===== config.mk =====
export PLATFORM = sky130hd
export DESIGN_NAME = serial_xs3_codec
export DESIGN_NICKNAME = d
export VERILOG_FILES = /design/src/rtl/serial_xs3_codec.sv
export SDC_FILE = /design/constraint.sdc
export NUM_CORES = 1
export LEC_CHECK = 0
export CAP_MARGIN = 20
export CELL_PAD_IN_SITES_DETAIL_PLACEMENT = 1
export CELL_PAD_IN_SITES_GLOBAL_PLACEMENT = 2
export CORE_UTILIZATION = 32
export DETAILED_ROUTE_END_ITERATION = 10
export GPL_ROUTABILITY_DRIVEN = 0
export GPL_TIMING_DRIVEN = 0
export PLACE_DENSITY_LB_ADDON = 0.1
export SYNTH_ARGS = -nofsm -noshare
export SYNTH_HDL_FRONTEND = slang
export SYNTH_SLANG_ARGS = --single-unit

===== constraint.sdc =====
create_clock -name clk -period 5.1 [get_ports clk]
set_input_delay 1.53 -clock clk [delete_from_list [all_inputs] [get_ports clk]]
set_output_delay 1.53 -clock clk [all_outputs]
set_load 0.05 [all_outputs]

===== src/rtl/serial_xs3_codec.sv =====
// serial_xs3_codec: bit-serial LSB-first multi-digit BCD<->Excess-3 codec with range flags.
module serial_xs3_codec #(
   parameter int DIGITS = 4,
   parameter int CW     = 4
) (
   input  logic          clk,
   input  logic          reset,
   input  logic          mode,
   input  logic          in_valid,
   input  logic          in_start,
   input  logic          x,
   output logic          out_valid,
   output logic          s,
   output logic          digit_end,
   output logic          v,
   output logic          err,
   output logic          word_end,
   output logic          busy,
   output logic [CW-1:0] digit_idx
);
   typedef enum logic {IDLE, ACTIVE} state_t;
   state_t state, state_n;
   logic mode_q, c, tail, start, acc, em, k, ec, s_n, c_n, err_n, last;
   logic [1:0] bit_cnt, eb;
   logic [2:0] sh;
   logic [3:0] nib;
   logic [CW-1:0] ed;
   always_ff @(negedge clk) begin
      if (reset) state <= IDLE;
      else state <= state_n;
   end
   // A start bit landing on the final bit of a word completes that word instead of restarting.
   assign tail  = (state == ACTIVE) && (bit_cnt == 2'd3) && (digit_idx == CW'(DIGITS - 1));
   assign start = in_valid & in_start & ~tail;
   assign acc   = start | (in_valid & (state == ACTIVE));
   assign eb    = start ? 2'd0 : bit_cnt;
   assign ed    = start ? '0 : (bit_cnt == 2'd0 ? digit_idx + CW'(1) : digit_idx);
   assign last  = ed == CW'(DIGITS - 1);
   always_comb begin
      state_n = start ? ACTIVE : (acc && eb == 2'd3 && last) ? IDLE : state;
   end
   always_comb begin
      em    = start ? mode : mode_q;
      k     = ~eb[1];
      ec    = (eb == 2'd0) ? 1'b0 : c;
      s_n   = x ^ k ^ ec;
      c_n   = em ? ((~x & (k | ec)) | (k & ec)) : ((x & k) | (x & ec) | (k & ec));
      nib   = {x, sh};
      err_n = em ? (nib < 4'd3 || nib > 4'd12) : (nib > 4'd9);
   end
   always_ff @(negedge clk) begin
      if (reset) begin
         mode_q    <= 1'b0;
         c         <= 1'b0;
         bit_cnt   <= 2'd0;
         sh        <= 3'd0;
         digit_idx <= '0;
         out_valid <= 1'b0;
         s         <= 1'b0;
         digit_end <= 1'b0;
         v         <= 1'b0;
         err       <= 1'b0;
         word_end  <= 1'b0;
         busy      <= 1'b0;
      end else if (acc) begin
         mode_q    <= em;
         c         <= c_n;
         bit_cnt   <= eb + 2'd1;
         sh        <= {x, sh[2:1]};
         digit_idx <= ed;
         out_valid <= 1'b1;
         s         <= s_n;
         digit_end <= eb == 2'd3;
         v         <= (eb == 2'd3) & c_n;
         err       <= (eb == 2'd3) & err_n;
         word_end  <= (eb == 2'd3) & last;
         busy      <= 1'b1;
      end else begin
         digit_idx <= (state == IDLE) ? '0 : digit_idx;
         out_valid <= 1'b0;
         s         <= 1'b0;
         digit_end <= 1'b0;
         v         <= 1'b0;
         err       <= 1'b0;
         word_end  <= 1'b0;
         busy      <= state == ACTIVE;
      end
   end
endmodule

# Yosys cells after proc, flatten, opt, wreduce, memory -nomap -nowiden

Index checks and enable logic that the tools add are counted.

Bits in read-only memories: 0
Memory bits (writable): 0
Register bits: 19
Bits in latches: 0
Memories kept: 0
Output and inout port bits: 11
Bits of input ports: 6

Bitwise logic cells: 21
Shifts and indexed selects: 0
Magnitude comparators: 3
Divide/modulo/power cells: 0
Add/sub/neg operators: 2
Reduce and logical (&&, ||, !) cells: 9
Equal/unequal tests: 5
Multiplexer cells: 13
Multiply operators: 0

Operators with widths:

| cell                                                                     | number |
|---|---|
| 4-bit two-way mux                                                        | 4 |
| 1-bit AND                                                                | 10 |
| 4-bit by 2-bit equality test with 1-bit output (second input constant)   | 2 |
| 4-bit greater-than comparator (second input constant)                    | 2 |
| 1-bit two-way mux                                                        | 8 |
| 1-bit bitwise OR                                                         | 5 |
| 4-bit by 1-bit adder with 4-bit output (second input constant)           | 1 |
| 2-bit equality test (second input constant)                              | 2 |
| 1-bit logical AND                                                        | 4 |
| 2-bit zero test                                                          | 2 |
| 4-bit by 2-bit < comparator with 1-bit output (second input constant)    | 1 |
| 1-bit NOT                                                                | 4 |
| 2-bit by 1-bit adder with 2-bit output (second input constant)           | 1 |
| 2-bit two-way mux                                                        | 1 |
| 2-bit by 1-bit inequality test with 1-bit output (second input constant) | 1 |
| 2-bit nonzero test                                                       | 1 |
| 2-bit OR reduction                                                       | 1 |
| 1-bit bitwise XOR                                                        | 2 |
| 1-bit logical OR                                                         | 1 |

# Longest topological paths before layout

Gate-level depths: netlist of run 1.

Word-level depth: 13
Mapped depth: 12
Gate-level depth less buffers: 11

==> results of run 1 <==
-- power groups by stage --
stage	Clock, mW	Sequential [mW]	Combinational (mW)
6_report	0.133	0.160	0.0597
5_1_grt	0.158	0.160	0.0649
4_1_cts	0.142	0.159	0.0590
3_5_place_dp	0.0240	0.162	0.0533
3_3_place_gp	0.0240	0.162	0.0525
2_1_floorplan	0.0240	0.166	0.0319
-- how the worst max path moves through the flow --
stage	end	depth (start not counted)
global placement	c$_SDFFE_NP0P_	12
finish	state$_SDFFE_NP0P_	9
detailed placement	c$_SDFFE_NP0P_	12
CTS	c$_SDFFE_NP0P_	11
global route	c$_SDFFE_NP0P_	11
floorplan	state$_SDFFE_NP0P_	8
-- area by class of cell --
type,count,area [µm²]
plain buffers,2,7.51
repair buffers,25,224
multi-input cells,80,609
clock buffers,3,22.5
flip-flops and latches,19,383
clock inverters,20,75.1
fillers,341,1380
inverters,4,17.5
well taps,31,38.8
-- critical path, stage by stage --
cell and delay (ps):
buf_12 110, nand2_8 60, a31o_4 130, nand2_2 90, inv_2 90, ha_4 140, nand3_2 50, or4b_4 520
and2_1 150
-- metrics by stage --
step | worst slack (ps) | hold slack [ps] | util | power, mW | area (µm²)
after floorplan | -324 | 446 | - | 0.222 | 1010
after CTS | -85.9 | 478 | 0.491 | 0.361 | 1360
after detailed placement | -1210 | 472 | 0.439 | 0.239 | 1210
after global routing | -110 | 525 | 0.500 | 0.383 | 1380
after global placement | -1200 | 465 | 0.439 | 0.238 | 1210
final | -76.1 | 474 | 0.500 | 0.352 | 1380
-- kinds of logic (layout without fill, tap and decap cells) --
family	count (synthesis)	count (layout)
compound gates	26	26
xor+xnor	5	5
fa+ha+maj	4	4
buf+inv	8	54
flops	19	19
mux	3	3
simple gates	42	42
-- metal layers --
metal  vias up  GRT usage
met3         2     0.0674
li1        464          -
met4         0      0.100
met2        20      0.234
met1       424      0.203
met5         -          0
-- sequential cells by signal, summed over array words and instances, names as in the netlist --
register and count:
digit_idx 4, sh 3, bit_cnt 2, busy 1, c 1, digit_end 1, err 1, mode_q 1
out_valid 1, s 1, state 1, v 1, word_end 1
-- Yosys cell counts --
library cell   n
clkbuf_1       1
nor4bb_2       1
o21a_1         2
and2_1         2
buf_1          1
dfxtp_1       19
a21bo_2        1
or4b_1         1
a21o_1         1
a2111oi_2      1
a31oi_1        1
a31o_2         1
nor3_1         1
ha_1           4
o22ai_1        1
nor3b_1        1
and2_4         1
mux2i_1        3
and2_2         1
nor2_1        10
nand2b_1       2
o21ai_0        2
a211oi_1       3
buf_6          1
o31ai_1        1
nor2b_1        2
nand2_1       14
nand3_1        4
xnor2_1        3
a21oi_1       12
inv_1          5
nand4_1        2
xor2_1         2
-- repair_timing --
action	in CTS	in global routing
setup endpoints to repair	28	8
buffers inserted	8	1
gates resized for setup	83	5
hold buffers	0	0
pin swaps	4	5
==> impl_metrics.yaml, run 1 <==
die:
  core_area_mm2: 0.00276
  dieHeight_um: 55.8
  die-area_mm2: 0.00311
  num_rows: 19
  io_pins: 17
  fp.dieW_um: 55.8
  initial_core_util: 0.336
clocking:
  htree_levels: 1
  cts_buffer_depth: 2
  tritoncts: "yes"
  worstSkewPairLatency_ps: 360
  cts_buffers: 3
  clkTransAtPathRegs_ps: 40
  ctsRootBufferMaster: "clkbuf_4"
  cts.sinks: 19
timing:
  worst_slack_ps: -76.1
  final.setup_skew_ps: 10.5
  drv_slew: 0
  finalHoldViolCount: 0
  finalSetupViolCount: 3
  tightest_slew_ps: 874
  finalSetupTns_ps: -180
  slew_headroom: 0.411
  rsz0062_at_grt: "yes"
grt:
  antenna_found_initial: 0
  grt_use_total: 0.164
  grt_pass1_vias: 919
  overflow: 0
  grt_pass1_wl_um: 3970
  grt_max_degree: 11
run:
  maxCapViolCount: 0
logic_synthesis:
  synthSimpleGateAreaFrac: 0.232
  synth_top_family_by_area: "simple AND/OR/NAND/NOR gates"
  ys_seq_elements: 19
  synthTopCellsByArea: "dfxtp_1, a21oi_1, nand2_1, ha_1, nor2_1"
  ys_seq_area_frac: 0.411
  syn-mean-instance-area_um2: 8.65
  synth-compound-area-share: 0.182
  synth_xor_xnor_area_share: 0.0473
  ys_warn_count: 0
  syn_inst: 107
  synthAdderAreaFrac: 0.0541
  synthMuxAreaShare: 0.0324
  yosys.cell_types.count: 33
  syn-cell-area_um2: 926
  yosys.area.top_type: "dfxtp_1"
  synth_nets: 117
  synth_top_cell_area_share: 0.411
cells_and_area:
  drive_gt1_frac: 0.314
  instances_no_fill: 184
  antenna_cells: 0
  mostFrequentLayoutCells: "inv_1, dfxtp_1, nand2_1"
  syn_to_final_growth_pct: 48.8
  final_common_cell: "inv_1"
  layout.nets: 164
drt:
  wirelength_um: 2360
  via_count: 910
  wl_met1_um: 1160
  ant_nets: 0
  first_pass_iters: 4
  initialDrtViolationCount: 25
  top_layer_used: "met4"
  drc: 0
  route.met3.wl_um: 123
  wire_per_inst_um: 12.8
  viasPerCell: 4.95
  wl_met2_um: 1060
setup_path:
  worstSetupStartpoint: "in_start"
  r2r_cells: 9
  worstPathArrival_ps: 2880
  required_ps: 2800
  critical_path_class: "input port to register"
  r2r-start: "digit_idx[1]$_SDFFE_NP0P_"
  r2r_slack_ps: 2640
  cp_max_fo: 4
  setup.worst_path.end_class: "register"
  worstSetupStartpointType: "input port"
  r2r-end: "state$_SDFFE_NP0P_"
power:
  vdd_ir_drop_max_uv: 151
  power.leakage_nw: 0.616
  swShare: 0.350
  power_density_mw_per_mm2: 256
  p_comb_frac: 0.169
  clock_power_share: 0.378
  intPower_mw: 0.229
  p_seq_frac: 0.453
  p_switching_mw: 0.123
placement:
  dp.cells: 154
  port-buffer-count: 16
  dp_hpwl_um: 1610
hold_path:
  hp-class: "register to register"
  holdPathEnd: "sh[0]$_SDFFE_NP0P_"
  hold_depth: 2
  hp-start: "sh[0]$_SDFFE_NP0P_"
status:
  status: "finished with violations"
  violations: "setup timing"
Note: power is estimated with default switching activity, not from simulation.
==> inputs of run 2 (changes only) <==
Settings changed: ABC_CLOCK_PERIOD_IN_PS from default to 5100.
==> results of run 2 <==
Same layout as run 1: the final DEF is identical, and so are final timing and power.
==> inputs of run 3 (changes only) <==
Settings changed: CORE_ASPECT_RATIO from default to 0.75, GPL_TIMING_DRIVEN 0 to default, SLEW_MARGIN from default to 40.
==> run 3 against run 2 <==
Clock skew rose by 25 ps. Critical path type unchanged. Sequential power barely moved. Sequential share of layout area is 4.3 points lower. Critical path depth is 2 higher. Die area barely moved. First-iteration DRC count grew to 2.8 times the previous value. The run still ends with setup timing left. Setup slack worse by 14 ps. Clock power grew 66%. Flip-flop and latch count did not move. Count of clock-buffer cells in the layout did not move.
==> impl_metrics.yaml, run 3 (synthesis gave the netlist of run 1 again) <==
drt:
  initialDrtViolationCount: 69
  wirelength_um: 3140
  first_pass_iters: 4
  drc: 0
  ant_nets: 0
  viasPerCell: 4.98
  wire_per_inst_um: 16.0
  via_count: 977
power:
  power_density_mw_per_mm2: 279
  p_comb_frac: 0.159
  clock_power_share: 0.485
  p_seq_frac: 0.356
  vdd_ir_drop_max_uv: 163
  intPower_mw: 0.315
  power.leakage_nw: 0.699
  p_switching_mw: 0.140
  total_power_mw: 0.455
  swShare: 0.308
cells_and_area:
  antenna_cells: 0
  mostFrequentLayoutCells: "inv_1, buf_4, dfxtp_1"
  fill_cells: 316
  layout.nets: 171
  reg_top3: "digit_idx (4), sh (3), bit_cnt (2)"
  register_area_um2: 383
  final_common_cell: "inv_1"
  top_register: "digit_idx"
  drive_gt1_frac: 0.369
  final_util: 0.608
  final_cell_area_mm2: 0.00163
  largest_reg_flops: 4
  syn_to_final_growth_pct: 76.2
  multi_input_area_um2: 629
clocking:
  cts_buffers: 3
  cts.sinks: 19
  cts_buffer_depth: 2
  cts_hold_buf: 0
  worstSkewPairLatency_ps: 360
  clkTransAtPathRegs_ps: 30
  htree_levels: 1
  ctsRootBufferMaster: "clkbuf_8"
  tritoncts: "yes"
die:
  initial_core_util: 0.345
  io_pins: 17
  die-area_mm2: 0.00311
  num_rows: 16
  fp.dieW_um: 64.1
  core_area_mm2: 0.00268
  dieHeight_um: 48.6
setup_path:
  critical_path_class: "input port to register"
  cpPeakStageDelay_ps: 240
  cp_cell_sequence: "buf_8, nand2_8, a31o_4, and2_4, inv_4, ha_4, nor2b_4, a21oi_2, mux2i_1, a211oi_2, a211oi_1"
  setup.worst_path.end_class: "register"
  required_ps: 2760
  cp_max_fo: 4
  worstSetupStartpointType: "input port"
  slowest_stage: "a211oi_2"
  worstPathArrival_ps: 2850
grt:
  grt_max_degree: 13
  antenna_found_initial: 0
  grt_pass1_wl_um: 5460
  overflow: 0
  grt_pass1_vias: 1122
  grt_use_total: 0.237
run:
  maxCapViolCount: 0
placement:
  dp_hpwl_um: 2060
  port-buffer-count: 16
  dpl_cell_area_mm2: 0.00143
timing:
  tightest_slew_ps: 489
  worst_slack_ps: -90.1
  finalHoldViolCount: 0
  finalSetupTns_ps: -170
  drv_slew: 0
  slew_headroom: 0.673
  hold_ws_ps: 520
  finalSetupViolCount: 3
  final.setup_skew_ps: 35.3
  rsz0062_at_grt: "yes"
status:
  status: "finished with violations"
  violations: "setup timing"
hold_path:
  hp-class: "register to register"
[run 3: changes by cell type in the layout (fill, tap and decap cells not counted), moves of 3 or more]
cell / previous run / this run
buf_4: 8 / 18
buf_12: 2 / 11
buf_6: 4 / 0
clkbuf_4: 3 / 0
clkbuf_8: 0 / 3
buf_2: 7 / 0
[run 3: layer usage]
layer / routed length (µm) / vias to the layer above / GRT usage
li1: - / 475 / -
met1: 1410 / 476 / 0.277
met2: 1560 / 22 / 0.395
met3: 138 / 4 / 0.0873
met4: 27 / 0 / 0.0852
met5: 0 / - / 0
[run 3: through the flow]
| stage | setup slack, ps | cells |
|---|---|---|
| 3_3_place_gp | -880 | 172 |
| 5_1_grt | -134 | 196 |
| 2_1_floorplan | -324 | 107 |
| 4_1_cts | -75.3 | 195 |
| 6_report | -90.1 | 196 |
| 3_5_place_dp | -948 | 172 |
[run 3: worst paths after layout]
check	start	endpoint	slack [ps]	cells past startpoint
hold / removal	sh[1]$_SDFFE_NP0P_	sh[1]$_SDFFE_NP0P_	520	2
hold reg to reg	sh[1]$_SDFFE_NP0P_	sh[1]$_SDFFE_NP0P_	520	2
setup / recovery	in_start	c$_SDFFE_NP0P_	-90	11
setup reg to reg	digit_idx[1]$_SDFFE_NP0P_	c$_SDFFE_NP0P_	2600	11
[run 3: cell type report]
cell class | count | area share
clock inverter | 20 | 0.0621
inverter | 4 | 0.0107
multi-input combinational | 80 | 0.386
timing repair buffer | 34 | 0.254
sequential | 19 | 0.235
clock buffer | 3 | 0.0253
tap | 36 | 0.0276
[run 3: power by group through the flow]
stage / Combinational (mW) / Clock, mW / Sequential [mW]
floorplan: 0.0319 / 0.0240 / 0.166
global placement: 0.0642 / 0.0240 / 0.163
detailed placement: 0.0658 / 0.0240 / 0.163
CTS: 0.0711 / 0.228 / 0.162
global route: 0.0775 / 0.250 / 0.162
finish: 0.0725 / 0.221 / 0.162
[run 3: timing repair]
item | CTS | global route
endpoints found under the setup margin | 17 | 4
hold endpoints to repair | 0 | 0
pin swaps | 4 | 2
resized for setup | 24 | 1
setup buffers | 1 | 1
[run 3: critical path, delay by kind of cell]
| family | cells | cell delay (ps) |
|---|---|---|
| adders and majority gates | 1 | 140 |
| buffers and inverters | 2 | 160 |
| muxes | 1 | 90 |
| AOI/OAI and AO/OA | 4 | 670 |
| and+or+nand+nor | 3 | 280 |
